## src/rtl/mem_port_arbiter_pkg.sv

```systemverilog
// Shared core definitions: bus widths, arbiter owner and state encodings.
// Pure declarations, no logic and no latency.
// No flow control lives here.
package riscv_defines;

    localparam int RISCV_ADDR_WIDTH = 32;
    localparam int RISCV_DATA_WIDTH = 32;

    // Byte enables presented for an instruction fetch (always a full word).
    localparam logic [3:0] BE_FULL_WORD = 4'hF;

    typedef enum logic {
        OWNER_IF  = 1'b0,
        OWNER_LSU = 1'b1
    } owner_e;

    typedef enum logic [1:0] {
        ARB_IDLE        = 2'd0,
        ARB_WAIT_GNT    = 2'd1,
        ARB_WAIT_RVALID = 2'd2
    } arb_state_e;

endpackage

```

## src/rtl/mem_port_arbiter_if.sv

```systemverilog
// Bundle of the IF, LSU and memory-side handshake signals around the arbiter.
// Wires only, no latency.
// req/gnt handshakes, responses are single-cycle rvalid pulses.
interface mem_port_arbiter_if
    import riscv_defines::*;
#(
    parameter int ADDR_W = RISCV_ADDR_WIDTH,
    parameter int DATA_W = RISCV_DATA_WIDTH
) ();

    // Instruction-fetch port
    logic              if_req_i;
    logic [ADDR_W-1:0] if_addr_i;
    logic              if_gnt_o;
    logic              if_rvalid_o;

    // Load/store port
    logic              lsu_req_i;
    logic [ADDR_W-1:0] lsu_addr_i;
    logic              lsu_we_i;
    logic [3:0]        lsu_be_i;
    logic [DATA_W-1:0] lsu_wdata_i;
    logic              lsu_gnt_o;
    logic              lsu_rvalid_o;

    // Shared response
    logic [DATA_W-1:0] rdata_o;
    logic              err_o;

    // Memory side
    logic              mem_req_o;
    logic [ADDR_W-1:0] mem_addr_o;
    logic              mem_we_o;
    logic [3:0]        mem_be_o;
    logic [DATA_W-1:0] mem_wdata_o;
    logic              mem_gnt_i;
    logic              mem_rvalid_i;
    logic [DATA_W-1:0] mem_rdata_i;
    logic              mem_err_i;

    // Arbiter view
    modport master (
        input  if_req_i, if_addr_i,
        output if_gnt_o, if_rvalid_o,
        input  lsu_req_i, lsu_addr_i, lsu_we_i, lsu_be_i, lsu_wdata_i,
        output lsu_gnt_o, lsu_rvalid_o,
        output rdata_o, err_o,
        output mem_req_o, mem_addr_o, mem_we_o, mem_be_o, mem_wdata_o,
        input  mem_gnt_i, mem_rvalid_i, mem_rdata_i, mem_err_i
    );

    // Surrounding core + memory view
    modport slave (
        output if_req_i, if_addr_i,
        input  if_gnt_o, if_rvalid_o,
        output lsu_req_i, lsu_addr_i, lsu_we_i, lsu_be_i, lsu_wdata_i,
        input  lsu_gnt_o, lsu_rvalid_o,
        input  rdata_o, err_o,
        input  mem_req_o, mem_addr_o, mem_we_o, mem_be_o, mem_wdata_o,
        output mem_gnt_i, mem_rvalid_i, mem_rdata_i, mem_err_i
    );

endinterface

```

## src/rtl/mem_port_arbiter_timeout_counter.sv

```systemverilog
// Response watchdog: counts cycles spent waiting for a memory response.
// expired is a registered-count compare, valid in the same cycle as the count.
// No backpressure; clear has priority over enable, count saturates at expiry.
module arb_timeout_counter #(
    parameter int TIMEOUT = 64
) (
    input  logic clk,
    input  logic rst,
    input  logic clear,
    input  logic enable,
    output logic expired
);

    logic [7:0] count;

    assign expired = (count == 8'(TIMEOUT - 1));

    // Count waiting cycles; hold once expired so the count never wraps.
    always_ff @(posedge clk) begin
        if (rst || clear) begin
            count <= 8'd0;
        end else if (enable && !expired) begin
            count <= count + 8'd1;
        end
    end

endmodule

```

## src/rtl/mem_port_arbiter.sv

```systemverilog
// Shares one memory bus between IF and LSU, one transaction in flight, round-robin on ties.
// Grant is combinational from mem_gnt_i (0 cycles); response is forwarded in the rvalid cycle.
// Requesters stall until granted; a lost response becomes an error after TIMEOUT cycles.
module mem_port_arbiter
    import riscv_defines::*;
#(
    parameter int ADDR_W  = RISCV_ADDR_WIDTH,
    parameter int DATA_W  = RISCV_DATA_WIDTH,
    parameter int TIMEOUT = 64
) (
    input  logic                 clk,
    input  logic                 rst,
    mem_port_arbiter_if.master   bus
);

    arb_state_e state, state_nxt;
    owner_e     owner, owner_nxt;
    owner_e     last_owner, last_owner_nxt;

    // Decoded actions for the current cycle
    logic              do_req;
    owner_e            req_owner;
    logic              do_gnt;
    logic              do_rsp;
    logic              rsp_err;
    logic [DATA_W-1:0] rsp_data;
    owner_e            sel;

    logic              cnt_clear;
    logic              cnt_enable;
    logic              cnt_expired;

    logic [ADDR_W-1:0] req_addr;

    arb_timeout_counter #(
        .TIMEOUT (TIMEOUT)
    ) u_timeout (
        .clk     (clk),
        .rst     (rst),
        .clear   (cnt_clear),
        .enable  (cnt_enable),
        .expired (cnt_expired)
    );

    // The counter restarts from zero on every entry into WAIT_RVALID.
    assign cnt_clear  = (state != ARB_WAIT_RVALID);
    assign cnt_enable = (state == ARB_WAIT_RVALID);

    // State, current owner and round-robin history.
    always_ff @(posedge clk) begin
        if (rst) begin
            state      <= ARB_IDLE;
            owner      <= OWNER_IF;
            last_owner <= OWNER_IF;
        end else begin
            state      <= state_nxt;
            owner      <= owner_nxt;
            last_owner <= last_owner_nxt;
        end
    end

    // Next-state and action decode; reset forces the idle/no-request decode.
    always_comb begin
        state_nxt      = state;
        owner_nxt      = owner;
        last_owner_nxt = last_owner;
        do_req         = 1'b0;
        req_owner      = owner;
        do_gnt         = 1'b0;
        do_rsp         = 1'b0;
        rsp_err        = 1'b0;
        rsp_data       = '0;
        sel            = OWNER_IF;

        if (!rst) begin
            unique case (state)
                ARB_IDLE: begin
                    // On a tie favour whichever port did not win last time.
                    if (bus.if_req_i && bus.lsu_req_i) begin
                        sel = (last_owner == OWNER_IF) ? OWNER_LSU : OWNER_IF;
                    end else if (bus.lsu_req_i) begin
                        sel = OWNER_LSU;
                    end else begin
                        sel = OWNER_IF;
                    end

                    if (bus.if_req_i || bus.lsu_req_i) begin
                        do_req    = 1'b1;
                        req_owner = sel;
                        owner_nxt = sel;
                        if (bus.mem_gnt_i) begin
                            do_gnt         = 1'b1;
                            last_owner_nxt = sel;
                            state_nxt      = ARB_WAIT_RVALID;
                        end else begin
                            state_nxt = ARB_WAIT_GNT;
                        end
                    end
                end

                ARB_WAIT_GNT: begin
                    // Owner is locked in; the request stays up even if the owner withdraws.
                    do_req    = 1'b1;
                    req_owner = owner;
                    if (bus.mem_gnt_i) begin
                        do_gnt         = 1'b1;
                        last_owner_nxt = owner;
                        state_nxt      = ARB_WAIT_RVALID;
                    end
                end

                ARB_WAIT_RVALID: begin
                    // A real response beats the watchdog when both land together.
                    if (bus.mem_rvalid_i) begin
                        do_rsp    = 1'b1;
                        rsp_err   = bus.mem_err_i;
                        rsp_data  = bus.mem_rdata_i;
                        state_nxt = ARB_IDLE;
                    end else if (cnt_expired) begin
                        do_rsp    = 1'b1;
                        rsp_err   = 1'b1;
                        state_nxt = ARB_IDLE;
                    end
                end

                default: begin
                    state_nxt = ARB_IDLE;
                end
            endcase
        end
    end

    assign req_addr = (req_owner == OWNER_LSU) ? bus.lsu_addr_i : bus.if_addr_i;

    // Drive port and memory outputs from the decoded actions; payload is zero when idle.
    always_comb begin
        bus.mem_req_o    = do_req;
        bus.mem_addr_o   = '0;
        bus.mem_we_o     = 1'b0;
        bus.mem_be_o     = 4'h0;
        bus.mem_wdata_o  = '0;
        bus.if_gnt_o     = do_gnt && (req_owner == OWNER_IF);
        bus.lsu_gnt_o    = do_gnt && (req_owner == OWNER_LSU);
        bus.if_rvalid_o  = do_rsp && (owner == OWNER_IF);
        bus.lsu_rvalid_o = do_rsp && (owner == OWNER_LSU);
        bus.rdata_o      = rsp_data;
        bus.err_o        = rsp_err;

        if (do_req) begin
            bus.mem_addr_o = req_addr;
            if (req_owner == OWNER_LSU) begin
                bus.mem_we_o    = bus.lsu_we_i;
                bus.mem_be_o    = bus.lsu_be_i;
                bus.mem_wdata_o = bus.lsu_wdata_i;
            end else begin
                bus.mem_be_o    = BE_FULL_WORD;
            end
        end
    end

endmodule

```

## src/flat_wrapper.sv

```systemverilog
// flat-port wrapper written by rule: the top's interface ports become plain ports
module mem_port_arbiter_flat import riscv_defines::*;
#(
    parameter int ADDR_W  = RISCV_ADDR_WIDTH,
    parameter int DATA_W  = RISCV_DATA_WIDTH,
    parameter int TIMEOUT = 64
)
  (clk, rst, bus_if_req_i, bus_if_addr_i, bus_if_gnt_o, bus_if_rvalid_o, bus_lsu_req_i, bus_lsu_addr_i, bus_lsu_we_i, bus_lsu_be_i, bus_lsu_wdata_i, bus_lsu_gnt_o, bus_lsu_rvalid_o, bus_rdata_o, bus_err_o, bus_mem_req_o, bus_mem_addr_o, bus_mem_we_o, bus_mem_be_o, bus_mem_wdata_o, bus_mem_gnt_i, bus_mem_rvalid_i, bus_mem_rdata_i, bus_mem_err_i);
  mem_port_arbiter_if #(.ADDR_W(ADDR_W), .DATA_W(DATA_W)) bus_i ();
  input  logic clk;
  input  logic rst;
  input wire logic [$bits(bus_i.if_req_i)-1:0] bus_if_req_i;
  input wire logic [$bits(bus_i.if_addr_i)-1:0] bus_if_addr_i;
  output wire logic [$bits(bus_i.if_gnt_o)-1:0] bus_if_gnt_o;
  output wire logic [$bits(bus_i.if_rvalid_o)-1:0] bus_if_rvalid_o;
  input wire logic [$bits(bus_i.lsu_req_i)-1:0] bus_lsu_req_i;
  input wire logic [$bits(bus_i.lsu_addr_i)-1:0] bus_lsu_addr_i;
  input wire logic [$bits(bus_i.lsu_we_i)-1:0] bus_lsu_we_i;
  input wire logic [$bits(bus_i.lsu_be_i)-1:0] bus_lsu_be_i;
  input wire logic [$bits(bus_i.lsu_wdata_i)-1:0] bus_lsu_wdata_i;
  output wire logic [$bits(bus_i.lsu_gnt_o)-1:0] bus_lsu_gnt_o;
  output wire logic [$bits(bus_i.lsu_rvalid_o)-1:0] bus_lsu_rvalid_o;
  output wire logic [$bits(bus_i.rdata_o)-1:0] bus_rdata_o;
  output wire logic [$bits(bus_i.err_o)-1:0] bus_err_o;
  output wire logic [$bits(bus_i.mem_req_o)-1:0] bus_mem_req_o;
  output wire logic [$bits(bus_i.mem_addr_o)-1:0] bus_mem_addr_o;
  output wire logic [$bits(bus_i.mem_we_o)-1:0] bus_mem_we_o;
  output wire logic [$bits(bus_i.mem_be_o)-1:0] bus_mem_be_o;
  output wire logic [$bits(bus_i.mem_wdata_o)-1:0] bus_mem_wdata_o;
  input wire logic [$bits(bus_i.mem_gnt_i)-1:0] bus_mem_gnt_i;
  input wire logic [$bits(bus_i.mem_rvalid_i)-1:0] bus_mem_rvalid_i;
  input wire logic [$bits(bus_i.mem_rdata_i)-1:0] bus_mem_rdata_i;
  input wire logic [$bits(bus_i.mem_err_i)-1:0] bus_mem_err_i;
  assign bus_i.if_req_i = bus_if_req_i;
  assign bus_i.if_addr_i = bus_if_addr_i;
  assign bus_if_gnt_o = bus_i.if_gnt_o;
  assign bus_if_rvalid_o = bus_i.if_rvalid_o;
  assign bus_i.lsu_req_i = bus_lsu_req_i;
  assign bus_i.lsu_addr_i = bus_lsu_addr_i;
  assign bus_i.lsu_we_i = bus_lsu_we_i;
  assign bus_i.lsu_be_i = bus_lsu_be_i;
  assign bus_i.lsu_wdata_i = bus_lsu_wdata_i;
  assign bus_lsu_gnt_o = bus_i.lsu_gnt_o;
  assign bus_lsu_rvalid_o = bus_i.lsu_rvalid_o;
  assign bus_rdata_o = bus_i.rdata_o;
  assign bus_err_o = bus_i.err_o;
  assign bus_mem_req_o = bus_i.mem_req_o;
  assign bus_mem_addr_o = bus_i.mem_addr_o;
  assign bus_mem_we_o = bus_i.mem_we_o;
  assign bus_mem_be_o = bus_i.mem_be_o;
  assign bus_mem_wdata_o = bus_i.mem_wdata_o;
  assign bus_i.mem_gnt_i = bus_mem_gnt_i;
  assign bus_i.mem_rvalid_i = bus_mem_rvalid_i;
  assign bus_i.mem_rdata_i = bus_mem_rdata_i;
  assign bus_i.mem_err_i = bus_mem_err_i;
  mem_port_arbiter #(.ADDR_W(ADDR_W), .DATA_W(DATA_W), .TIMEOUT(TIMEOUT)) u_core (.clk(clk), .rst(rst), .bus(bus_i));
endmodule
```

## config.mk

```make
export PLATFORM = sky130hd
export DESIGN_NAME = mem_port_arbiter_flat
export DESIGN_NICKNAME = d
export VERILOG_FILES = /design/src/rtl/mem_port_arbiter_pkg.sv /design/src/rtl/mem_port_arbiter_if.sv /design/src/rtl/mem_port_arbiter_timeout_counter.sv /design/src/rtl/mem_port_arbiter.sv /design/src/flat_wrapper.sv
export SDC_FILE = /design/constraint.sdc
export NUM_CORES = 1
export LEC_CHECK = 0
export BUFFER_PORTS_ARGS = -buffer_cell sky130_fd_sc_hd__buf_2
export CORE_AREA = 2 2 97 99
export CTS_CLUSTER_DIAMETER = 80
export DETAILED_ROUTE_END_ITERATION = 7
export DIE_AREA = 0 0 99 101
export GPL_ROUTABILITY_DRIVEN = 0
export PLACE_DENSITY_LB_ADDON = 0.1
export SLEW_MARGIN = 20
export SYNTH_ARGS = -nofsm -noshare
export SYNTH_HDL_FRONTEND = slang
export SYNTH_SLANG_ARGS = --single-unit
```

## constraint.sdc

```tcl
create_clock -name clk -period 2 [get_ports clk]
set_clock_uncertainty 0.15 [all_clocks]
set_input_delay 0.1 -clock clk [delete_from_list [all_inputs] [get_ports clk]]
set_output_delay 0.1 -clock clk [all_outputs]
set_load 0.05 [all_outputs]
```

==> flow_summary.yaml <==
yosys:
  postSynthAreaPerCell_sq_um: 6.934
  yosysTopAreaCell: "and3_1"
  yosysSeqAreaShare_pct: 12.60
  yosysMostFrequentCell: "nand3_1"
  synthTopCellsByArea: "and3_1, mux2i_1, nand3_1"
  ys_ff_latch: 12
  ys_types: 37
  synth_top_area_share_pct: 21.65
  synthTopCellsByCount: "nand3_1, and3_1, mux2i_1"
  yosysWarnings: 0
  synth-edff-count: 0
  ys.flop_type: "dfxtp_1"
  async_flop_share_pct: 0
  synthesis.area_sq_um: 1907
  synthCells: 275
  syn_nets: 416
die:
  num_io_pins: 247
  die_x_microns: 99
  die_area_sq_um: 9999
  core_area_sq_um: 8977
  initial_core_util_pct: 21.24
  rows: 35
  die_h_microns: 101
worst_setup_path:
  startpoint: "u_core.state[1]"
  r2r_slack_ns: 0.25
  worstPathArrival_ns: 2.08
  critPathKind: "flip-flop to primary output"
  r2r_start: "u_core.state[0]"
  critPathMaxStageDelay_ns: 0.53
  slowest_stage: "or4b_4"
  rr_worst_depth: 5
  cp_cell_sequence: "or4b_4, a32oi_4, buf_12, clkbuf_16, mux2i_4, buf_6"
  end_kind: "primary output"
  rr_endpoint: "u_core.state[1]"
  required_ns: 1.75
  cp-endpoint: "bus_mem_addr_o[21]"
  cp-start-kind: "flip-flop"
  cp_max_fo: 7
power_and_ir_drop:
  ir_drop_mv: 0.1643
  p_per_area_nw_per_um2: 443.2
  intPower_mw: 1.116
  swShare_pct: 46.26
  comb_power_share_pct: 77.0
  seq_power_share_pct: 12.4
  power.switching_mw: 0.9611
  p_leak_nw: 2.348
  power_frac_clock_pct: 10.6
sta:
  rsz0062_at_grt: "true"
  finalCritPeriodShare_pct: 116.3
  slew_viol_final: 0
  setup_ws_ns: -0.3258
  setup_violations: 70
  tightest_slew_ns: 0.4656
  fmax_mhz: 430.0
  hold_slack_ns: 0.07027
  max_slew_margin_pct: 68.96
  layout_min_cycle_time_ns: 2.326
  tns_ns: -17.98
  hold_viol_final: 0
global_route:
  grt_pass1_wl_microns: 14300
  grt_pass1_vias: 2808
  antenna_found_initial: 0
  grt_usage_pct: 17.18
  grt_max_degree: 45
  overflow: 0
placed_design:
  dp.cells: 623
  placed_area_sq_um: 3781
  dpl.hpwl_microns: 7074
  portBuffers: 246
clock_network:
  cts_root_buf: "clkbuf_8"
  cts_buffer_depth: 2
  cts_buffers: 3
  cts_tree: "built"
  clk_pin_slew_worst_paths_ns: 0.05
  htreeDepth: 1
  clock_sinks: 12
  clock_latency_ns: 0.24
finish:
  fill_cells: 855
  drive_gt1_share_pct: 68.95
  multi_input_area_sq_um: 2039
  n_antenna_cell: 0
  final_nets: 668
  final_cell_area_sq_um: 4687
  instances_no_fill: 636
  area_growth_pct: 145.8
  seq_area_sq_um: 242.7
route:
  drt_iter0_markers: 102
  wl_per_cell_microns: 14.85
  via_per_inst: 4.791
  drt_first_pass_iters: 4
  routed_wl_microns: 9444
  ant_nets: 0
  dr_total_vias: 3047
  drc_errors: 0
min_path:
  hp-class: "input port to flip-flop"
status:
  status: "complete, but fails checks"
  violations: "setup timing"
job:
  drv_cap: 0
==> what timing repair did <==
item,in CTS,in global routing
hold endpoints to repair,1,0
gates cloned,5,1
hold buffers,1,0
pin swaps,6,0
resized for setup,185,12
setup buffers,3,0
setup endpoints to repair,74,101
==> how the worst min path moves through the flow <==
| stage | startpoint | slack (ns) | to | cells past startpoint |
|---|---|---|---|---|
| after floorplan | bus_mem_gnt_i | 0.02 | u_core.state[0] | 1 |
| after global placement | bus_mem_gnt_i | 0.19 | u_core.state[0] | 2 |
| after detailed placement | bus_mem_gnt_i | 0.19 | u_core.state[0] | 2 |
| after CTS | rst | 0.05 | u_core.owner | 3 |
| after global routing | rst | 0.07 | u_core.owner | 3 |
| final | rst | 0.07 | u_core.owner | 3 |
==> power groups by stage <==
stage	registers [mW]	logic [mW]	clock network [mW]
final	0.257	1.60	0.220
after global routing	0.258	1.68	0.242
after CTS	0.257	1.58	0.229
after detailed placement	0.261	1.28	0
after global placement	0.261	1.27	0
after floorplan	0.261	0.910	0
==> routing by layer <==
| metal | global-route usage [%] | routed length [microns] | vias up |
|---|---|---|---|
| met2 | 31.65 | 4871 | 141 |
| met3 | 3.537 | 702 | 9 |
| met5 | 0 | 0 | - |
| li1 | - | - | 1529 |
| met4 | 2.634 | 81 | 0 |
| met1 | 20.94 | 3788 | 1368 |
==> placed cells by master, fill, tap and decap left out, drive strengths merged, types with 3 or more instances in the layout <==
| master | n |
|---|---|
| mux2i | 35 |
| a21oi | 5 |
| a211oi | 5 |
| a31oi | 3 |
| nand2 | 8 |
| o21a | 4 |
| buf | 278 |
| clkbuf | 5 |
| and3 | 66 |
| nor2 | 5 |
| dfxtp | 12 |
| nand3 | 70 |
==> kinds of logic (layout without fill, tap and decap cells) <==
family	after synthesis	after routing	share of synthesized area, %
AND/OR/NAND/NOR	165	165	48.69
flip-flops	12	12	12.60
buffers and inverters	36	286	10.10
AO/OA/AOI/OAI	26	26	9.580
adder cells (fa/ha/maj)	1	1	0.6561
multiplexers	35	35	18.37
==> per-stage QoR <==
step           utilization [%]  setup WS [ns]  power [mW]
2_1_floorplan                -        -0.3546       1.170
3_3_place_gp             42.12        -0.2000       1.532
3_5_place_dp             42.12        -0.2238       1.542
4_1_cts                  51.53        -0.3477       2.062
5_1_grt                  52.21        -0.3985       2.181
6_report                 52.21        -0.3258       2.077
==> state kept, by name (all words and copies together), names as in the netlist <==
register	count
u_core.u_timeout.count	8
u_core.state	2
u_core.last_owner	1
u_core.owner	1
==> worst max-delay path: cells and delay by family (launching register included) <==
kind	cells	cell delay, ns
compound gates	1	0.20
buf+inv	3	0.55
flops	1	0.31
mux	1	0.24
simple gates	1	0.53
==> final cells by class <==
type,instances,area share [%]
Timing Repair Buffer,281,47.30
Multi-Input combinational cell,227,43.51
Sequential cell,12,5.179
Tap cell,111,2.963
Clock buffer,3,0.8809
Inverter,2,0.1602
(Power assumes the default switching activity.)
